### src/rtl/fpu_loader_pkg.sv
// rtl/fpu_loader_pkg.sv - shared types and widths for the FPU operand loader
// Contents: byte tag enum, loader state enum, word/byte widths.
package fpu_loader_pkg;

    localparam int WORD_W = 16;
    localparam int BYTE_W = 8;

    typedef enum logic [1:0] {
        TAG_IDLE = 2'b00,
        TAG_A    = 2'b01,
        TAG_B    = 2'b10,
        TAG_CMD  = 2'b11
    } tag_t;

    typedef enum logic {
        COLLECT = 1'b0,
        ISSUE   = 1'b1
    } state_t;

endpackage

### src/rtl/fpu_operand_loader_if.sv
// rtl/fpu_operand_loader_if.sv - byte input and command handshake bundle of the FPU loader
// Signals:
//   in_tag   byte tag (idle / A byte / B byte / command)
//   in_val   byte payload
//   op_valid command pending to core
//   op_ready core accepts command this cycle
//   op_code  opcode of the pending command
//   a_out    operand A
//   b_out    operand B
//   busy     command pending, input bytes ignored
//   err      sticky protocol error flag
// Modports: slave = loader side, master = pin/core side.
interface fpu_operand_loader_if #(
    parameter int OP_W = 4
);
    import fpu_loader_pkg::*;

    logic [1:0]        in_tag;
    logic [BYTE_W-1:0] in_val;
    logic              op_valid;
    logic              op_ready;
    logic [OP_W-1:0]   op_code;
    logic [WORD_W-1:0] a_out;
    logic [WORD_W-1:0] b_out;
    logic              busy;
    logic              err;

    modport slave (
        input  in_tag, in_val, op_ready,
        output op_valid, op_code, a_out, b_out, busy, err
    );

    modport master (
        output in_tag, in_val, op_ready,
        input  op_valid, op_code, a_out, b_out, busy, err
    );

endinterface

### src/rtl/byte_pair_reg.sv
// rtl/byte_pair_reg.sv - 16-bit operand register loaded high byte first through a toggling byte pointer
// Ports:
//   clock    system clock
//   reset    synchronous active-high reset (clears value and pointer)
//   wr_en    write din at the current pointer, then toggle the pointer
//   ptr_clr  return the pointer to the high byte (wins over wr_en)
//   din      byte to write
//   q        assembled 16-bit value
//   ptr_low  pointer currently addresses the low byte
module byte_pair_reg
    import fpu_loader_pkg::*;
(
    input  logic              clock,
    input  logic              reset,
    input  logic              wr_en,
    input  logic              ptr_clr,
    input  logic [BYTE_W-1:0] din,
    output logic [WORD_W-1:0] q,
    output logic              ptr_low
);

    always_ff @(posedge clock) begin
        if (reset) begin
            q       <= '0;
            ptr_low <= 1'b0;
        end else if (ptr_clr) begin
            ptr_low <= 1'b0;
        end else if (wr_en) begin
            if (ptr_low) begin
                q[BYTE_W-1:0] <= din;
            end else begin
                q[WORD_W-1:BYTE_W] <= din;
            end
            // A third byte wraps back onto the high byte.
            ptr_low <= ~ptr_low;
        end
    end

endmodule

### src/rtl/fpu_operand_loader.sv
// rtl/fpu_operand_loader.sv - deserializes tagged bytes into two FP16 operands and issues commands to the FPU core
// Optional feature: define FPU_LOADER_ERR_EN to enable sticky protocol error detection on err.
// Ports:
//   clock  system clock
//   reset  synchronous active-high reset
//   bus    fpu_operand_loader_if.slave (tagged byte input, command handshake, operands, busy, err)
module fpu_operand_loader
    import fpu_loader_pkg::*;
#(
    parameter int OP_W = 4
) (
    input  logic                 clock,
    input  logic                 reset,
    fpu_operand_loader_if.slave  bus
);

    state_t          state;
    tag_t            tag;
    logic [OP_W-1:0] op_code_q;
    logic            op_valid_q;
    logic            busy_q;
    logic            wr_a;
    logic            wr_b;
    logic            handshake;
    logic            a_ptr_low;
    logic            b_ptr_low;

    assign tag = tag_t'(bus.in_tag);

    // Bytes only land while collecting; anything arriving during ISSUE is dropped.
    assign wr_a      = (state == COLLECT) && (tag == TAG_A);
    assign wr_b      = (state == COLLECT) && (tag == TAG_B);
    assign handshake = (state == ISSUE) && bus.op_ready;

    byte_pair_reg u_reg_a (
        .clock   (clock),
        .reset   (reset),
        .wr_en   (wr_a),
        .ptr_clr (handshake),
        .din     (bus.in_val),
        .q       (bus.a_out),
        .ptr_low (a_ptr_low)
    );

    byte_pair_reg u_reg_b (
        .clock   (clock),
        .reset   (reset),
        .wr_en   (wr_b),
        .ptr_clr (handshake),
        .din     (bus.in_val),
        .q       (bus.b_out),
        .ptr_low (b_ptr_low)
    );

    always_ff @(posedge clock) begin
        if (reset) begin
            state      <= COLLECT;
            op_code_q  <= '0;
            op_valid_q <= 1'b0;
            busy_q     <= 1'b0;
        end else begin
            case (state)
                COLLECT: begin
                    if (tag == TAG_CMD) begin
                        state      <= ISSUE;
                        op_code_q  <= bus.in_val[OP_W-1:0];
                        op_valid_q <= 1'b1;
                        busy_q     <= 1'b1;
                    end
                end
                ISSUE: begin
                    if (bus.op_ready) begin
                        state      <= COLLECT;
                        op_valid_q <= 1'b0;
                        busy_q     <= 1'b0;
                    end
                end
                default: begin
                    state      <= COLLECT;
                    op_valid_q <= 1'b0;
                    busy_q     <= 1'b0;
                end
            endcase
        end
    end

    assign bus.op_code  = op_code_q;
    assign bus.op_valid = op_valid_q;
    assign bus.busy     = busy_q;

`ifdef FPU_LOADER_ERR_EN
    logic err_q;

    // Odd byte count at command time, or traffic while a command is pending.
    always_ff @(posedge clock) begin
        if (reset) begin
            err_q <= 1'b0;
        end else if ((state == COLLECT) && (tag == TAG_CMD) && (a_ptr_low || b_ptr_low)) begin
            err_q <= 1'b1;
        end else if ((state == ISSUE) && (tag != TAG_IDLE)) begin
            err_q <= 1'b1;
        end
    end

    assign bus.err = err_q;
`else
    logic unused_ptr;
    assign unused_ptr = a_ptr_low ^ b_ptr_low;
    assign bus.err    = 1'b0;
`endif

endmodule

### src/flat_wrapper.sv
// flat-port wrapper written by rule: the top's interface ports become plain ports
module fpu_operand_loader_flat import fpu_loader_pkg::*;
#(
    parameter int OP_W = 4
)
  (clock, reset, bus_in_tag, bus_in_val, bus_op_ready, bus_op_valid, bus_op_code, bus_a_out, bus_b_out, bus_busy, bus_err);
  fpu_operand_loader_if #(.OP_W(OP_W)) bus_i ();
  input  logic clock;
  input  logic reset;
  input wire logic [$bits(bus_i.in_tag)-1:0] bus_in_tag;
  input wire logic [$bits(bus_i.in_val)-1:0] bus_in_val;
  input wire logic [$bits(bus_i.op_ready)-1:0] bus_op_ready;
  output wire logic [$bits(bus_i.op_valid)-1:0] bus_op_valid;
  output wire logic [$bits(bus_i.op_code)-1:0] bus_op_code;
  output wire logic [$bits(bus_i.a_out)-1:0] bus_a_out;
  output wire logic [$bits(bus_i.b_out)-1:0] bus_b_out;
  output wire logic [$bits(bus_i.busy)-1:0] bus_busy;
  output wire logic [$bits(bus_i.err)-1:0] bus_err;
  assign bus_i.in_tag = bus_in_tag;
  assign bus_i.in_val = bus_in_val;
  assign bus_i.op_ready = bus_op_ready;
  assign bus_op_valid = bus_i.op_valid;
  assign bus_op_code = bus_i.op_code;
  assign bus_a_out = bus_i.a_out;
  assign bus_b_out = bus_i.b_out;
  assign bus_busy = bus_i.busy;
  assign bus_err = bus_i.err;
  fpu_operand_loader #(.OP_W(OP_W)) u_core (.clock(clock), .reset(reset), .bus(bus_i));
endmodule
### config.mk
export PLATFORM = sky130hd
export DESIGN_NAME = fpu_operand_loader_flat
export DESIGN_NICKNAME = d
export VERILOG_FILES = /design/src/rtl/fpu_loader_pkg.sv /design/src/rtl/fpu_operand_loader_if.sv /design/src/rtl/byte_pair_reg.sv /design/src/rtl/fpu_operand_loader.sv /design/src/flat_wrapper.sv
export SDC_FILE = /design/constraint.sdc
export NUM_CORES = 1
export LEC_CHECK = 0
export ABC_AREA = 1
export BUFFER_PORTS_ARGS = -buffer_cell sky130_fd_sc_hd__buf_2
export CAP_MARGIN = 20
export CORE_ASPECT_RATIO = 0.5
export CORE_MARGIN = 2
export CORE_UTILIZATION = 45
export CTS_CLUSTER_DIAMETER = 40
export DETAILED_ROUTE_END_ITERATION = 7
export HOLD_SLACK_MARGIN = 0.06
export PLACE_DENSITY = 0.83
export SLEW_MARGIN = 25
export SYNTH_ARGS = -nofsm -noshare
export SYNTH_HDL_FRONTEND = slang
export SYNTH_HIERARCHICAL = 1
export SYNTH_SLANG_ARGS = --single-unit
export TNS_END_PERCENT = 1
### constraint.sdc
create_clock -name clock -period 1.38 [get_ports clock]
set_clock_uncertainty 0.1 [all_clocks]
set_input_delay 0.138 -clock clock [delete_from_list [all_inputs] [get_ports clock]]
set_output_delay 0.138 -clock clock [all_outputs]
set_load 0.02 [all_outputs]
# Yosys cells after proc, flatten, opt, wreduce, memory -nomap -nowiden
# Index checks and enable logic that the tools add are counted.
# op_classes
n_eq_ne	5
reduce_logical	10
mux	6
bitwise	4
# ops
op	count
3-bit AND reduction	4
2-bit == test (second input constant)	2
1-bit 2-to-1 mux	4
2-bit inequality test (second input constant)	2
1-bit NOT	4
1-bit one-hot mux with 2 select lines	2
2-bit AND reduction	2
1-bit logical AND	3
2-bit by 1-bit == test with 1-bit output (second input constant)	1
2-bit OR reduction	1
# totals
output_inout_bits	39
reg_bits	40

# Logic depth before layout (Yosys ltp)
# Gate-level depths: netlist of the first run.
# depth
word_depth	3
ltp_mapped	8

# Cells and area by module
# Netlist of the first run, hierarchy kept.
# modules_own_cells
mod	area_each_um2	n_inst	cells_per_inst	seq_area_each_um2
byte_pair_reg	726.9	2	107	340.3
fpu_operand_loader	286.5	1	42	120.1

# Worst setup path before layout of the first run
# Ideal clock, no wire load.
# synth_path
kind	register to register
start	register u_core.state
end	register u_core.u_reg_a.q[10]
setup_time_ns	0.113
path_buffers	1
arrival_ns	1.209
synth_period_minus_slack_ns	1.421
path_stages_with_launch	6
setup_slack_ns	-0.041
path_cell_list	dfxtp_1 -> nor3_1 -> nand3_2 -> buf_6 -> nor2_1 -> nor2_1
# synth_between
elab_chain_cells	3
word_cells_on_any_way	5
# synth_rtl
item	line	text
start: declaration	fpu_operand_loader.sv:17	state_t state;
start signal: assignment	fpu_operand_loader.sv:57	state <= COLLECT;
start signal: assignment	fpu_operand_loader.sv:65	state <= ISSUE;
start signal: assignment	fpu_operand_loader.sv:73	state <= COLLECT;
1-bit NOT	fpu_operand_loader.sv:31	assign wr_a = (state == COLLECT) && (tag == TAG_A);
1-bit logical AND	fpu_operand_loader.sv:31	
net u_core.wr_a	fpu_operand_loader.sv:22	logic wr_a;
3-bit AND reduction (no line)	-	
end signal: indexed assignment	byte_pair_reg.sv:30	q[BYTE_W-1:0] <= din;
end signal: indexed assignment	byte_pair_reg.sv:32	q[WORD_W-1:BYTE_W] <= din;
end: declaration	byte_pair_reg.sv:18	output logic [WORD_W-1:0] q,
# The timed path passes the listed nets, and every way through them passes these cells.
# A chain may end at the register's enable or synchronous reset.

# Final worst setup path of the first run
# layout_path
start	register u_core.state
end	register u_core.u_reg_a.q[8]
# Same word-level chain as after synthesis.

==> reports/metrics.yaml, run 1 <==
grt_first_pass_wirelength_mm: 6.18
layout-drive-gt1-share_pct: 24.3
cts_tree: "done"
setup_tns_ns: 0
pwr_density_cell_nw_per_um2: 1120
syn_avg_cell_area_um2: 6.80
die_area_um2: 4410
rsz0062_at_grt: "yes"
path_clk_slew_ns: 0.07
antenna_found_initial: 0
numCtsBuffers: 5
drtAntennaViolNets: 0
power_w: 0.00243
rows: 15
placed_area_um2: 1990
cp.required_ns: 1.50
die_x_um: 92.0
fin_hold_ws_ns: 0.0607
max_freq_ghz: 0.769
synth_area_leaders: "dfxtp_1 (46%), nor2_1 (16%), nand2_1 (15%)"
clk_latency_ns: 0.28
fin_crit_sh_pct: 94.2
synthesis.nets: 269
outcome: "complete, no violations"
start_util_pct: 48.8
multiInputGateArea_um2: 723
cts_buffer_depth: 2
cp-end-kind: "flop"
layout-area-overhead-vs-synth_pct: 25.2
port_buffers: 50
wl_per_cell_um: 11.3
worstPathArrival_ns: 1.42
fp.dieH_um: 48.0
seq_area_um2: 805
drt-total-wl_mm: 4.10
dp_hpwl_mm: 2.72
dr.pass1.iters: 5
hold_viol_final: 0
pin_count: 52
grt-ovfl-total: 0
grt_max_degree: 17
coreArea_um2: 3570
synth_top_area_share_pct: 46.0
min_path_type: "primary input to flop"
yosys.area.top_type: "dfxtp_1"
grt_usage_pct: 18.4
gp_congestion: 0.768
first_global_vias: 1472
root_buffer: "clkbuf_8"
synth_warnings: 6
viasPerCell: 4.50
synth_area_um2: 1740
antennaDiodeCount: 0
design_area_um2: 2180
setup_viol: 0
ys_seq_area_share_pct: 46.0
via_count: 1639
cp_max_fo: 16
first_iter_violations: 88
cap_violations: 0
fillCellCount: 333
synth_cells: 256
critical_path_class: "flop to flop"
clock-sinks: 40
nets: 326
cp-start-kind: "flop"
ys_types: 17
slew_viol_final: 0
min_period_ns: 1.30
h-tree-depth: 2
drc_errors: 0
ys_seq_elements: 40
leakage_nw: 1.25
ir_drop_mv: 0.746
[critical path: stages (launching register included)]
cell and delay (ns):
dfxtp_4 0.38, nor3_4 0.25, nand3_4 0.23, nand2_1 0.13, nand2_1 0.06, nor2_1 0.10
[logic make-up (layout without fill, tap and decap cells)]
kind of cell,after synthesis,count (layout),share of synthesized area (%)
compound gates,2,2,0.791
xor+xnor,2,2,1.01
buf+inv,54,111,15.0
flops,40,40,46.0
simple gates,157,157,37.0
other cells,1,1,0.215
[path summary, 6_finish.rpt]
| kind | to | slack, ns | startpoint | cells past startpoint |
|---|---|---|---|---|
| max | u_core/u_reg_a/q[8] | 0.08 | u_core/state | 5 |
| min | u_core/bus.busy | 0.06 | bus_op_ready | 4 |
| max reg2reg | u_core/u_reg_a/q[8] | 0.08 | u_core/state | 5 |
| min reg2reg | u_core/bus.busy | 0.38 | u_core/bus.busy | 2 |
[through the flow]
stage | setup slack, ns | util [%] | std cells
global route | -0.0116 | 61.1 | 364
CTS | -0.0277 | 60.6 | 363
global placement | -0.0257 | 55.9 | 350
finish | 0.0803 | 61.1 | 364
detailed placement | -0.115 | 55.9 | 350
floorplan | 0.0938 | - | 256
[layer usage]
metal | wire length (um) | share of wire (%) | track usage, % | up-vias
li1 | - | - | - | 841
met5 | 0 | 0 | 0 | -
met3 | 224 | 5.5 | 5.67 | 6
met4 | 44 | 1.1 | 8.36 | 0
met2 | 2060 | 50 | 35.6 | 42
met1 | 1770 | 43 | 19.8 | 750
[sequential cells by signal, indices dropped and copies added (netlist names)]
name                    cells
u_core/u_reg_b/ptr_low      1
u_core/u_reg_a/q           16
u_core/u_reg_b/q           16
u_core/bus.busy             1
u_core/bus.op_code          4
u_core/state                1
u_core/u_reg_a/ptr_low      1
[report_power, final]
group | switching (W) | total (W) | internal [W]
Combinational | 0.000284 | 0.000435 | 0.000151
Sequential | 0.0000400 | 0.00126 | 0.00122
Clock | 0.000390 | 0.000734 | 0.000344
[synth_stat cells]
library cell	n
inv_1	43
xnor2_1	2
buf_4	2
nor3_1	3
nor2_1	73
inv_2	3
a21oi_1	1
nand2_1	71
buf_6	4
conb_1	1
nand3_4	1
or2_0	1
nand2_2	4
clkbuf_8	2
nand3_2	4
dfxtp_1	40
a21oi_2	1
[placed cells by master (no fill, tap or decap)]
master         Yosys  final
buf_2              0     50
nand3_2            4      1
inv_2              3      4
dfxtp_1           40     39
conb_1             1      1
nor3_4             0      1
clkbuf_8           2      5
a21oi_2            1      1
nand2_1           71     70
clkinv_2           0      1
buf_12             0      1
xnor2_1            2      2
or2_0              1      1
dlygate4sd3_1      0      6
clkbuf_1           0      1
nand2_2            4      5
inv_1             43     42
nor2_4             0      1
nor3_1             3      2
dfxtp_4            0      1
a21oi_1            1      1
nand3_4            1      4
buf_4              2      1
nor2_1            73     72
[repair_timing]
| item | 4_1_cts | 5_1_grt |
|---|---|---|
| resized for setup | 5 | 5 |
| gates cloned | 0 | 0 |
| setup buffers | 0 | 1 |
| hold endpoints to repair | 21 | 0 |
| hold buffers | 6 | 0 |
| endpoints found under the setup margin | 24 | 32 |
| pin swaps | 0 | 1 |
[layout make-up]
class / instances / area share [%]
Sequential cell: 40 / 36.9
Multi-Input combinational cell: 162 / 33.2
Timing Repair Buffer: 58 / 15.5
Inverter: 46 / 7.92
Clock buffer: 6 / 3.33
Tap cell: 51 / 2.93
Clock inverter: 1 / 0.230
(Power assumes the default switching activity.)
==> inputs of run 2 (changes only) <==
--- a/config.mk
+++ b/config.mk
@@ -6,6 +6,7 @@
 export NUM_CORES = 1
 export LEC_CHECK = 0
 export ABC_AREA = 1
+export ABC_CLOCK_PERIOD_IN_PS = 1100
 export BUFFER_PORTS_ARGS = -buffer_cell sky130_fd_sc_hd__buf_2
 export CAP_MARGIN = 20
 export CORE_ASPECT_RATIO = 0.5
==> constraint.sdc (replaced) <==
create_clock -name clock -period 1.1 [get_ports clock]
set_clock_uncertainty 0.1 [all_clocks]
set_input_delay 0.11 -clock clock [delete_from_list [all_inputs] [get_ports clock]]
set_output_delay 0.11 -clock clock [all_outputs]
set_load 0.02 [all_outputs]
==> run 2 against run 1 <==
Against the previous run:
- critical endpoint is now u_core/u_reg_b/q[10]
- wire length rose by 16%
- the run now ends with setup timing left
- global-route usage is 4.2 points higher
- final area grew 13%
- highest routed layer unchanged
- count of clock-buffer cells in the layout unchanged
- maximum frequency increased by 2.0%
- worst hold slack gained 0.011 ns
- setup slack worse by 0.25 ns
- combinational power increased by 52%
- sequential share of layout area shrank 4.3 points
==> reports/metrics.yaml, run 2 (synthesized netlist as in run 1, its figures left out) <==
outcome: "finished, violations left"
violations: "setup timing"
placed_area_um2: 2130
dp_hpwl_mm: 2.85
wl_per_cell_um: 12.4
rows: 15
port_buffers: 50
fin_hold_ws_ns: 0.0718
layout-drive-gt1-share_pct: 30.6
worstPathArrival_ns: 1.40
cp_max_fo: 8
numCtsBuffers: 5
min_period_ns: 1.27
multiInputGateArea_um2: 748
fin_crit_sh_pct: 116
p_sw_share_pct: 27.9
layout_common_cells: "nor2_1 (66), nand2_1 (64), buf_2 (50)"
setup_tns_ns: -3.46
via_count: 1798
seq_area_um2: 805
layout-area-overhead-vs-synth_pct: 41.8
clkPwrFrac_pct: 34.5
clk_latency_ns: 0.29
cts_tree: "done"
min_path_type: "primary input to flop"
design_area_um2: 2470
ir_drop_mv: 0.692
power.switching_w: 0.000955
gp_congestion: 0.792
power_w: 0.00342
setup_ws_ns: -0.174
nets: 345
cts_buffer_depth: 2
grt_first_pass_wirelength_mm: 7.41
cp-end-kind: "flop"
clock-sinks: 40
setup_viol: 35
layout_commonest_cell: "nor2_1"
utilization_pct: 69.2
antenna_found_initial: 0
rsz0062_at_grt: "yes"
path_clk_slew_ns: 0.07
first_iter_violations: 136
p_comb_share_pct: 19.3
hold_viol_final: 0
die_area_um2: 4410
start_util_pct: 48.8
grt_usage_pct: 22.5
pwr-share-seq_pct: 46.2
grt_max_degree: 17
pwr_density_cell_nw_per_um2: 1390
drtAntennaViolNets: 0
r2r_slack_ns: -0.17
pin_count: 52
grt-ovfl-total: 0
coreArea_um2: 3570
antennaDiodeCount: 0
max_freq_ghz: 0.785
h-tree-depth: 2
slew_viol_final: 0
fp.dieH_um: 48.0
fillCellCount: 276
viasPerCell: 4.68
dr.pass1.iters: 5
critical_path_class: "flop to flop"
p_int_w: 0.00247
cap_violations: 0
first_global_vias: 1621
root_buffer: "clkbuf_8"
die_x_um: 92.0
slew_headroom_pct: 65.4
drt-total-wl_mm: 4.75
drc_errors: 0
cp-start-kind: "flop"
worst_pin_slew_ns: 0.519
leakage_nw: 1.38
cp.required_ns: 1.22
## run 2: cell types whose count changed in the layout (fill, tap and decap cells not counted)
cell / change
dlygate4sd3_1: +6
nand3_2: +2
nand2_4: +2
buf_16: +1
buf_4: +8
bufinv_16: +1
inv_2: -2
nor2_1: -6
nor2_2: +6
nand2_2: +4
nand3_4: -2
buf_12: +4
inv_4: +2
nand2_1: -6
## run 2: layout make-up
cell class                      instances  area share, %
Clock buffer                            6           2.94
Clock inverter                          2           1.42
Inverter                               46           7.20
Multi-Input combinational cell        162           30.3
Sequential cell                        40           32.6
Tap cell                               51           2.59
Timing Repair Buffer                   77           22.9
## run 2: power by group through the flow
| stage | registers [W] | clock network, W | logic (W) |
|---|---|---|---|
| 4_1_cts | 0.00158 | 0.00119 | 0.000631 |
| 2_1_floorplan | 0.00171 | 0 | 0.000256 |
| 3_3_place_gp | 0.00161 | 0 | 0.000535 |
| 5_1_grt | 0.00159 | 0.00125 | 0.000719 |
| 3_5_place_dp | 0.00162 | 0 | 0.000554 |
| 6_report | 0.00158 | 0.00118 | 0.000661 |
## run 2: worst paths after layout
path	from	to	cells after the start
setup / recovery	u_core/state	u_core/u_reg_b/q[10]	6
hold / removal	bus_in_val[3]	u_core/u_reg_b/q[11]	3
setup reg to reg	u_core/state	u_core/u_reg_b/q[10]	6
hold reg to reg	u_core/bus.busy	u_core/bus.busy	2
## run 2: repair_timing
action,in CTS,in global routing
endpoints found under the setup margin,33,38
setup buffers,3,0
hold buffers,12,0
pin swaps,4,3
endpoints found under the hold margin,33,0
cloned,1,0
gates resized for setup,12,10
## run 2: routing by layer
layer	global-route usage, %	part of all wire (%)	up-vias
li1	-	-	881
met1	24.3	41	828
met2	43.2	50	68
met3	6.30	6.0	21
met4	12.2	3.3	0
met5	0	0	-
## run 2: critical path, stage by stage (launching register included)
cell     delay, ns
dfxtp_4       0.38
nor2_4        0.16
nand3_4       0.14
buf_12        0.17
nand2_4       0.05
nand2_2       0.05
nor2_2        0.15
## run 2: through the flow
step                instances  setup WS (ns)
floorplan                 256         -0.109
global placement          360        -0.0983
detailed placement        360         -0.163
CTS                       384         -0.147
global route              384         -0.217
finish                    384         -0.174
